[src/rtl/mem_port_arbiter_pkg.sv]
`default_nettype none
// ============================================================================
// Module  : mem_port_arbiter_pkg
// Purpose : MMU width codes, arbiter state encoding and watchdog sizing helper.
// Rev     : 1.0
// ============================================================================
package mem_port_arbiter_pkg;

    localparam logic [1:0] MMU_WIDTH_BYTE = 2'd0;
    localparam logic [1:0] MMU_WIDTH_HALF = 2'd1;
    localparam logic [1:0] MMU_WIDTH_WORD = 2'd2;

    typedef enum logic [1:0] {
        ARB_IDLE    = 2'd0,
        ARB_IF_BUSY = 2'd1,
        ARB_DM_BUSY = 2'd2,
        ARB_IF_DROP = 2'd3
    } arb_state_t;

    // Counter must hold values 0 .. limit-1.
    function automatic int stall_cnt_width(input int limit);
        return (limit > 2) ? $clog2(limit) : 1;
    endfunction

endpackage
`default_nettype wire

[src/rtl/mem_port_arbiter.sv]
`default_nettype none
// ============================================================================
// Module  : mem_port_arbiter
// Purpose : Shares one MMU port between instruction fetch and data access,
//           one registered transaction at a time, with a stall watchdog.
//           Define MEM_ARB_FAIR_EN to alternate priority after a data grant.
// Rev     : 1.0
// ============================================================================
module mem_port_arbiter
    import mem_port_arbiter_pkg::*;
#(
    parameter int ADDR_W      = 32,
    parameter int DATA_W      = 32,
    parameter int STALL_LIMIT = 255
) (
    input  logic              clk,
    input  logic              reset,
    input  logic              if_req,
    input  logic [ADDR_W-1:0] if_addr,
    input  logic              if_flush,
    output logic              if_ack,
    output logic [DATA_W-1:0] if_rdata,
    input  logic              dm_req,
    input  logic              dm_write,
    input  logic              dm_signed,
    input  logic [1:0]        dm_width,
    input  logic [ADDR_W-1:0] dm_addr,
    input  logic [DATA_W-1:0] dm_wdata,
    output logic              dm_ack,
    output logic [DATA_W-1:0] dm_rdata,
    output logic              stall_err,
    input  logic              mmu_mem_ready,
    input  logic [DATA_W-1:0] mmu_data_out,
    output logic              mmu_write_enable,
    output logic              mmu_read_enable,
    output logic              mmu_mem_signed_read,
    output logic [1:0]        mmu_mem_data_width,
    output logic [ADDR_W-1:0] mmu_address,
    output logic [DATA_W-1:0] mmu_data_in
);

    localparam int              CNT_W      = stall_cnt_width(STALL_LIMIT);
    localparam logic [CNT_W-1:0] c_cnt_last = CNT_W'(STALL_LIMIT - 1);

    arb_state_t       r_state;
    logic [CNT_W-1:0] r_cnt;

    logic w_if_ok;
    logic w_dm_ok;
    logic w_pick_if;
    logic w_pick_dm;
    logic w_stall;

    // A port acked this cycle is still holding its old request; skip it once.
    assign w_if_ok = if_req && !if_flush && !if_ack;
    assign w_dm_ok = dm_req && !dm_ack;

`ifdef MEM_ARB_FAIR_EN
    logic r_last_dm;
    assign w_pick_if = w_if_ok && (!w_dm_ok || r_last_dm);
`else
    assign w_pick_if = w_if_ok && !w_dm_ok;
`endif
    assign w_pick_dm = w_dm_ok && !w_pick_if;

    assign w_stall = (STALL_LIMIT != 0) && (r_cnt == c_cnt_last);

    always_ff @(posedge clk or posedge reset) begin
        if (reset) begin
            r_state             <= ARB_IDLE;
            r_cnt               <= '0;
            if_ack              <= 1'b0;
            if_rdata            <= '0;
            dm_ack              <= 1'b0;
            dm_rdata            <= '0;
            stall_err           <= 1'b0;
            mmu_write_enable    <= 1'b0;
            mmu_read_enable     <= 1'b0;
            mmu_mem_signed_read <= 1'b0;
            mmu_mem_data_width  <= '0;
            mmu_address         <= '0;
            mmu_data_in         <= '0;
`ifdef MEM_ARB_FAIR_EN
            r_last_dm           <= 1'b0;
`endif
        end else begin
            if_ack    <= 1'b0;
            dm_ack    <= 1'b0;
            stall_err <= 1'b0;
            case (r_state)
                ARB_IDLE: begin
                    r_cnt <= '0;
                    if (w_pick_dm) begin
                        r_state             <= ARB_DM_BUSY;
                        mmu_write_enable    <= dm_write;
                        mmu_read_enable     <= !dm_write;
                        mmu_mem_signed_read <= dm_signed;
                        mmu_mem_data_width  <= dm_width;
                        mmu_address         <= dm_addr;
                        mmu_data_in         <= dm_wdata;
`ifdef MEM_ARB_FAIR_EN
                        r_last_dm           <= 1'b1;
`endif
                    end else if (w_pick_if) begin
                        r_state             <= ARB_IF_BUSY;
                        mmu_write_enable    <= 1'b0;
                        mmu_read_enable     <= 1'b1;
                        mmu_mem_signed_read <= 1'b0;
                        mmu_mem_data_width  <= MMU_WIDTH_WORD;
                        mmu_address         <= if_addr;
                        mmu_data_in         <= '0;
`ifdef MEM_ARB_FAIR_EN
                        r_last_dm           <= 1'b0;
`endif
                    end
                end
                default: begin
                    // Completion takes precedence over a watchdog expiring in the same cycle.
                    if (mmu_mem_ready) begin
                        mmu_write_enable <= 1'b0;
                        mmu_read_enable  <= 1'b0;
                        r_state          <= ARB_IDLE;
                        if (r_state == ARB_DM_BUSY) begin
                            dm_ack <= 1'b1;
                            if (mmu_read_enable) begin
                                dm_rdata <= mmu_data_out;
                            end
                        end else if (r_state == ARB_IF_BUSY && !if_flush) begin
                            if_ack   <= 1'b1;
                            if_rdata <= mmu_data_out;
                        end
                    end else if (w_stall) begin
                        mmu_write_enable <= 1'b0;
                        mmu_read_enable  <= 1'b0;
                        stall_err        <= 1'b1;
                        r_state          <= ARB_IDLE;
                    end else begin
                        r_cnt <= r_cnt + 1'b1;
                        if (r_state == ARB_IF_BUSY && if_flush) begin
                            r_state <= ARB_IF_DROP;
                        end
                    end
                end
            endcase
        end
    end

    a_dm_req_held: assert property (@(posedge clk) disable iff (reset)
        (r_state == ARB_DM_BUSY) |-> dm_req);

endmodule
`default_nettype wire
[config.mk]
export PLATFORM = sky130hd
export DESIGN_NAME = mem_port_arbiter
export DESIGN_NICKNAME = d
export VERILOG_FILES = /design/src/rtl/mem_port_arbiter_pkg.sv /design/src/rtl/mem_port_arbiter.sv
export SDC_FILE = /design/constraint.sdc
export NUM_CORES = 1
export LEC_CHECK = 0
export ABC_AREA = 1
export CORE_ASPECT_RATIO = 1.5
export CORE_MARGIN = 4
export CORE_UTILIZATION = 30
export CTS_CLUSTER_SIZE = 24
export DETAILED_ROUTE_END_ITERATION = 10
export PLACE_DENSITY = 0.65
export SLEW_MARGIN = 10
export SYNTH_ARGS = -nofsm -noshare
export SYNTH_HDL_FRONTEND = slang
export SYNTH_SLANG_ARGS = --single-unit
[constraint.sdc]
create_clock -name clk -period 6.34 [get_ports clk]
set_input_delay 0.951 -clock clk [delete_from_list [all_inputs] [get_ports clk]]
set_output_delay 0.951 -clock clk [all_outputs]
set_load 0.01 [all_outputs]
======== Word-level counts from Yosys, hierarchy flattened ========
Cells that the tools add are included.
storage, ports and cells
  flip-flop bits (word level) ............. 146
  bits in latches ......................... 0
  memory bits (writable) .................. 0
  bits in read-only memories .............. 0
  bits of input ports ..................... 138
  output and inout bits ................... 136
  memories kept ........................... 0
operators by class
  add/subtract/negate cells ............... 1
  multiply operators ...................... 0
  div/mod/pow operators ................... 0
  $lt $le $gt $ge ......................... 0
  equality and inequality tests ........... 6
  shift operators ......................... 0
  muxes and demuxes ....................... 34
  bitwise operators ....................... 2
  reductions and logical operators ........ 23
operators by type and width
  cell                                                    count
  2-to-1 mux 32 bit                                       4
  2-to-1 mux 8 bit                                        3
  2-to-1 mux 1 bit                                        19
  2-to-1 mux 2 bit                                        8
  adder 8 x 1 -> 8 bit (second input constant)            1
  == test 8 bit (second input constant)                   1
  AND reduction 2 bit                                     4
  AND reduction 4 bit                                     2
  logical AND 1 bit                                       7
  logical NOT 1 bit                                       6
  inequality test 2 x 1 -> 1 bit (second input constant)  2
  nonzero test 4 bit                                      1
  inequality test 3 bit (second input constant)           1
  nonzero test 3 bit                                      1
  == test 2 x 1 -> 1 bit (second input constant)          1
  == test 2 bit (second input constant)                   1
  logical NOT 2 bit                                       1
  inverter 1 bit                                          2
  nonzero test 2 bit                                      1

======== Depth between registers and ports, before layout ========
Gate-level depths: netlist of the first run.
  depth in word-level cells ............... 8
  mapped depth ............................ 9
  gate-level depth less buffers ........... 9

======== Worst setup path after synthesis of the first run ========
No wires, ideal clock.
  kind .................................... input to register
  start ................................... in dm_req
  end ..................................... reg mmu_address[10]
  setup time .............................. 0.116 ns
  data arrival time ....................... 1.679 ns
  path slack .............................. 4.545 ns
  stages on the path ...................... 8
  cells stage by stage .................... inv_1 nor2_4 inv_2 nand2_1 nand2_4 clkbuf_1 nand2_1 nand2_1
between the ends
  longest elaborated chain between the ends .. 7
  elaborated cells between the ends (all ways) .. 8
ends and longest elaborated chain
  what                           line                     RTL
  start: declaration             mem_port_arbiter.sv:23   input logic dm_req,
  logical AND 1 bit *            mem_port_arbiter.sv:56   assign w_dm_ok = dm_req && !dm_ack;
  logical NOT 1 bit              mem_port_arbiter.sv:62   assign w_pick_if = w_if_ok && !w_dm_ok;
  logical AND 1 bit              mem_port_arbiter.sv:62
  logical NOT 1 bit              mem_port_arbiter.sv:64   assign w_pick_dm = w_dm_ok && !w_pick_if;
  logical AND 1 bit              mem_port_arbiter.sv:64
  nonzero test 2 bit (no line)   --
  AND reduction 2 bit (no line)  --
  end signal: assignment         mem_port_arbiter.sv:99   mmu_address <= dm_addr;
  end signal: assignment         mem_port_arbiter.sv:110  mmu_address <= if_addr;
  end: declaration               mem_port_arbiter.sv:38   output logic [ADDR_W-1:0] mmu_address,
Every way passes the cells marked *; elsewhere a longest branch is shown, timed or not.
A chain may end at the register's enable or synchronous reset.

======== Final worst setup path of the first run ========
  start ................................... in dm_req
  end ..................................... reg mmu_address[13]
Same word-level chain as after synthesis.

==> results of run 1 <==
## kinds of logic (layout without fill, tap and decap cells)
logic type / count (synthesis) / after routing
adder cells (fa/ha/maj): 2 / 2
AO/OA/AOI/OAI: 70 / 70
buffers and inverters: 79 / 352
AND/OR/NAND/NOR: 434 / 434
XOR/XNOR: 3 / 3
flip-flops: 146 / 146
## routing by layer
metal	up-vias	part of all wire [%]	wire length (µm)
li1	2767	-	-
met1	2507	39	7440
met2	184	51	9670
met3	37	6.7	1280
met4	0	3.4	639
met5	-	0	0
## where the power goes
part           total, W  switching (W)  leakage (nW)  internal (W)
combinational   0.00187       0.000912          2.62      0.000962
sequential      0.00157       0.000230          1.85       0.00134
clock           0.00116       0.000388         0.331      0.000776
## per-stage QoR
stage / worst slack, ns / cells
floorplan: 1.47 / 734
global placement: 2.18 / 1241
detailed placement: 2.11 / 1241
CTS: 2.57 / 1271
global route: 2.25 / 1271
finish: 2.66 / 1271
## worst max-delay path, cell delays in order
cell and delay [ns]:
clkdlybuf4s50_1 0.46, inv_1 0.06, nor2_4 0.60, inv_2 0.45, nand2_1 0.21, nand2_4 0.42, inv_2 0.64, nand2_1 0.11
nand2_1 0.08
## worst min path at each step
stage / start / end / cells past startpoint / slack [ns]
4_1_cts: mmu_mem_signed_read / mmu_mem_signed_read / 2 / 0.47
5_1_grt: mmu_data_in[29] / mmu_data_in[29] / 2 / 0.49
2_1_floorplan: r_cnt[4] / r_cnt[4] / 2 / 0.49
3_3_place_gp: mmu_data_in[6] / mmu_data_in[6] / 2 / 0.45
3_5_place_dp: mmu_mem_signed_read / mmu_mem_signed_read / 2 / 0.46
6_report: mmu_mem_signed_read / mmu_mem_signed_read / 2 / 0.47
## sequential cells by signal, indices dropped and copies added (netlist names), 2 cells and up
| name | flops |
|---|---|
| mmu_address | 32 |
| mmu_mem_data_width | 2 |
| r_cnt | 8 |
| dm_rdata | 32 |
| mmu_data_in | 32 |
| if_rdata | 32 |
| r_state | 2 |
## cells in the final DEF (no fill, tap or decap)
cell | netlist | layout
nand2_1 | 400 | 400
clkdlybuf4s50_1 | 0 | 273
dfrtp_1 | 146 | 146
o21ai_1 | 56 | 56
inv_1 | 41 | 40
clkbuf_16 | 0 | 17
nor2_1 | 12 | 12
nand3_1 | 12 | 11
o21ai_2 | 10 | 10
inv_2 | 6 | 6
bufinv_16 | 0 | 6
clkbuf_8 | 0 | 4
xor2_1 | 3 | 3
nor2_2 | 2 | 2
nor2_4 | 2 | 2
o21ai_0 | 2 | 2
nand4_1 | 2 | 2
nand2_4 | 2 | 2
ha_1 | 2 | 2
buf_4 | 7 | 2
nand3_2 | 0 | 1
nand2_2 | 1 | 1
a21oi_1 | 1 | 1
o21bai_1 | 1 | 1
nor3_1 | 1 | 1
inv_6 | 0 | 1
clkinv_2 | 0 | 1
clkinv_4 | 0 | 1
clkinvlp_4 | 0 | 1
## area by class of cell
class | instances | area, µm²
multi-input combinational | 509 | 2130
inverter | 47 | 181
fill | 2011 | 10600
timing repair buffer | 275 | 2750
sequential | 146 | 3650
clock inverter | 9 | 201
clock buffer | 21 | 480
tap | 264 | 330
==> results_dict.tcl, run 1 <==
set metrics [dict create \
    yosys.area_share.simple_pct 27.3 \
    hold_path.class "flop to flop" \
    track_usage_pct 16.6 \
    drt_iter0_markers 281 \
    finalCoreUtilization_pct 47.8 \
    drc_errors 0 \
    dr.pass1.iters 4 \
    fmax_mhz 272 \
    endpoint "mmu_address[13]" \
    post_cts_buffers 0 \
    tritoncts "done" \
    dieWidth_um 125 \
    irDropWorstVdd_uv 262 \
    endpoint_kind "flop" \
    async_flop_share_pct 100 \
    tns_ns 0 \
    slew_headroom_pct 44.8 \
    cts_buffer_depth 2 \
    worst_pin_slew_ns 0.828 \
    diodes 0 \
    synth_fa_ha_area_share_pct 0.405 \
    ys_warn_count 0 \
    wire_per_inst_um 15.0 \
    synth.net_count 874 \
    grt_use_met2_pct 28.3 \
    crit_arrival_ns 4.03 \
    area.growth.synth_to_final_pct 57.4 \
    layout.nets 1136 \
    drt_wl_total_um 19000 \
    initial_core_util_pct 30.4 \
    hold_viol 0 \
    grt_pass1_wl_um 30100 \
    use_met3_pct 5.87 \
    path_clk_slew_ns 0.06 \
    die_h_um 184 \
    synth_area_leader_cell "dfrtp_1" \
    hold_buffers 0 \
    rows 64 \
    synth_top_family_by_area "simple AND/OR/NAND/NOR gates" \
    startpoint_type "input port" \
    synthesis.area_um2 6180 \
    synth-compound-area-share_pct 6.32 \
    finalPower_w 0.00461 \
    required_ns 6.70 \
    ys_top_cells_by_count "nand2_1, dfrtp_1, o21ai_1" \
    post-dp-hpwl_um 13700 \
    synth-edff-count 0 \
    pin_count 274 \
    gr-total-overflow 0 \
    critical_path_class "input port to flop" \
    synth-main-ff-cell "dfrtp_1" \
    ys_seq_area_share_pct 59.1 \
    met1_usage_pct 18.7 \
    antenna_found_initial 0 \
    syn_avg_cell_area_um2 8.42 \
    synth_seq_cells 146 \
    cts-resized-gates 0 \
    placed_cell_area_um2 9050 \
    port_buffers 273 \
    rsz0062_at_grt "no" \
    drv_slew 0 \
    grt_pass1_vias 5501 \
    timing.final.crit_period_ns 3.68 \
    vias 5495 \
    synth-xor-area-share_pct 0.425 \
    r2r-start "dm_ack" \
    synth_top_area_share_pct 59.1 \
    busiest_layer "met2" \
    final_antenna_net_count 0 \
    cts_buffers 17 \
    power_density_nw_per_um2 474 \
    synth_area_leaders "dfrtp_1, nand2_1, o21ai_1, inv_1, buf_6" \
    fin_area_um2 9730 \
    worstRegToRegCells 7 \
    crit_fanout 71 \
    outcome "finished, final reports clean" \
    die-area_um2 23000 \
    setup_violations 0 \
    r2r_end "mmu_address[13]" \
    clock-skew-final_ns 0.00733 \
    synth.distinct_cells 23 \
    core-area_um2 20300 \
    maxCapViolCount 0 \
    htree_levels 4 \
    vias_per_cell 4.32 \
    clock-sinks 146 \
    drive_gt1_share_pct 5.66 \
    r2r_slack_ns 3.23 \
    cp-startpoint "dm_req" \
    leakagePower_nw 4.80 \
    gp_congestion 0.832 \
    cts_root_buffer "clkbuf_16" \
    muxShareOfSynthArea_pct 0 \
    post-route-period-util_pct 58.0 \
    fin_hold_ws_ns 0.466 \
    synth.most_common_cell "nand2_1" \
    grt_max_degree 91 \
    clk_latency_ns 0.42 \
    syn_inst 734 \
]
(Power assumes the default switching activity.)
==> run 2: changes to the inputs <==
Settings changed: PLACE_DENSITY 0.65 to 0.67.
Clock period 6.34 ns to 3.1 ns, I/O delays scaled along.
==> run 2 against run 1 <==
Compared with the run above:
- sequential cell count did not move
- first-iteration DRC count increased by 3.6%
- combinational power rose by 110%
- global-route usage is 0.25 points lower
- critical path type is now flop to output port
==> results_dict.tcl, run 2 (synthesis gave the netlist of run 1 again) <==
set metrics [dict create \
    hold_path.class "flop to flop" \
    worstRegToRegCells 5 \
    hold_end "mmu_data_in[27]" \
    worst_pin_slew_ns 0.775 \
    tns_ns 0 \
    cts_buffer_depth 2 \
    power_density_nw_per_um2 957 \
    maxCapViolCount 0 \
    placed_cell_area_um2 9100 \
    dieWidth_um 125 \
    core-area_um2 20300 \
    mostFrequentLayoutCells "nand2_1, clkdlybuf4s50_1, dfrtp_1, o21ai_1, inv_1" \
    final_antenna_net_count 0 \
    cp_cell_sequence "clkdlybuf4s50_1" \
    gp_congestion 0.873 \
    clk_latency_ns 0.42 \
    r2r-start "r_state[0]" \
    crit_buf_inv 1 \
    drive_gt1_share_pct 6.22 \
    gr-total-overflow 0 \
    drt_wl_total_um 18900 \
    fin_area_um2 9760 \
    outcome "finished, final reports clean" \
    tritoncts "done" \
    htree_levels 4 \
    drc_errors 0 \
    fmax_mhz 526 \
    startpoint_type "flop" \
    vias 5505 \
    crit_family "buffers and inverters" \
    vias_per_cell 4.31 \
    timing.final.crit_period_ns 1.90 \
    rows 64 \
    area.growth.synth_to_final_pct 57.8 \
    path_clk_slew_ns 0.06 \
    grt_pass1_vias 5450 \
    post-route-period-util_pct 61.3 \
    post-dp-hpwl_um 13800 \
    clock-skew-final_ns 0.00672 \
    cts_root_buffer "clkbuf_16" \
    r2r_end "mmu_data_in[24]" \
    required_ns 2.63 \
    grt_max_degree 87 \
    post_cts_buffers 0 \
    port_buffers 273 \
    clock-sinks 146 \
    final_common_cell "nand2_1" \
    cts-resized-gates 0 \
    initial_core_util_pct 30.4 \
    hold_viol 0 \
    die-area_um2 23000 \
    hold_buffers 0 \
    cts_buffers 17 \
    dr.pass1.iters 4 \
    wire_per_inst_um 14.8 \
    track_usage_pct 16.3 \
    drv_slew 0 \
    layout.nets 1140 \
    crit_arrival_ns 1.44 \
    die_h_um 184 \
    setup_violations 0 \
    pin_count 274 \
    worstHoldStart "mmu_data_in[27]" \
    endpoint_kind "output port" \
    grt_pass1_wl_um 29800 \
    slew_headroom_pct 48.4 \
    hold-path-cell-count 2 \
    dp_cells 1245 \
    drt_iter0_markers 291 \
    rsz0062_at_grt "no" \
    detailedPlace.worstSlack_ns 0.873 \
    critPathMaxStageDelay_ns 0.59 \
    r2r_slack_ns 1.44 \
    leakagePower_nw 4.81 \
    crit_fanout 3 \
    irDropWorstVdd_uv 485 \
    setup_slack_ns 1.20 \
    critical_path_class "flop to output port" \
    instances_no_fill 1278 \
    critical-path-slowest-cell "clkdlybuf4s50_1" \
    antenna_found_initial 1 \
]
## run 2: per-stage QoR
| stage | hold slack (ns) | util, % | total power [W] |
|---|---|---|---|
| 3_3_place_gp | 0.453 | 44.7 | 0.00709 |
| 4_1_cts | 0.472 | 48.0 | 0.00949 |
| 3_5_place_dp | 0.457 | 44.7 | 0.00717 |
| 2_1_floorplan | 0.490 | - | 0.00492 |
| 6_report | 0.468 | 48.0 | 0.00933 |
| 5_1_grt | 0.496 | 48.0 | 0.00996 |
## run 2: final cells by class
class | instances | area [µm²]
Antenna cell | 1 | 2.50
Clock buffer | 19 | 453
Clock inverter | 13 | 199
Fill cell | 1999 | 10600
Inverter | 47 | 180
Multi-Input combinational cell | 509 | 2130
Sequential cell | 146 | 3650
Tap cell | 264 | 330
Timing Repair Buffer | 279 | 2800
## run 2: how the worst max path moves through the flow
| stage | from | to | slack [ns] | depth (start not counted) |
|---|---|---|---|---|
| after floorplan | reset | dm_ack | 0.80 | 1 |
| final | mmu_read_enable | mmu_read_enable | 1.20 | 1 |
| after global routing | mmu_read_enable | mmu_read_enable | 1.11 | 1 |
| after CTS | mmu_read_enable | mmu_read_enable | 1.17 | 1 |
| after detailed placement | if_flush | r_state[0] | 0.87 | 9 |
| after global placement | mmu_mem_ready | dm_rdata[31] | 0.92 | 6 |
## run 2: where the power goes
part           internal, W  leakage, nW  switching [W]
Clock              0.00141        0.313       0.000848
Combinational      0.00199         2.64        0.00188
Sequential         0.00274         1.85       0.000472
## run 2: routing by layer
metal / vias to the layer above / part of all wire (%) / GRT usage [%] / routed length [µm]
met1: 2521 / 39 / 19.0 / 7370
met4: 0 / 2.8 / 7.12 / 536
met2: 179 / 51 / 27.6 / 9710
met3: 27 / 6.7 / 5.32 / 1280
met5: - / 0 / 0 / 0
li1: 2778 / - / - / -
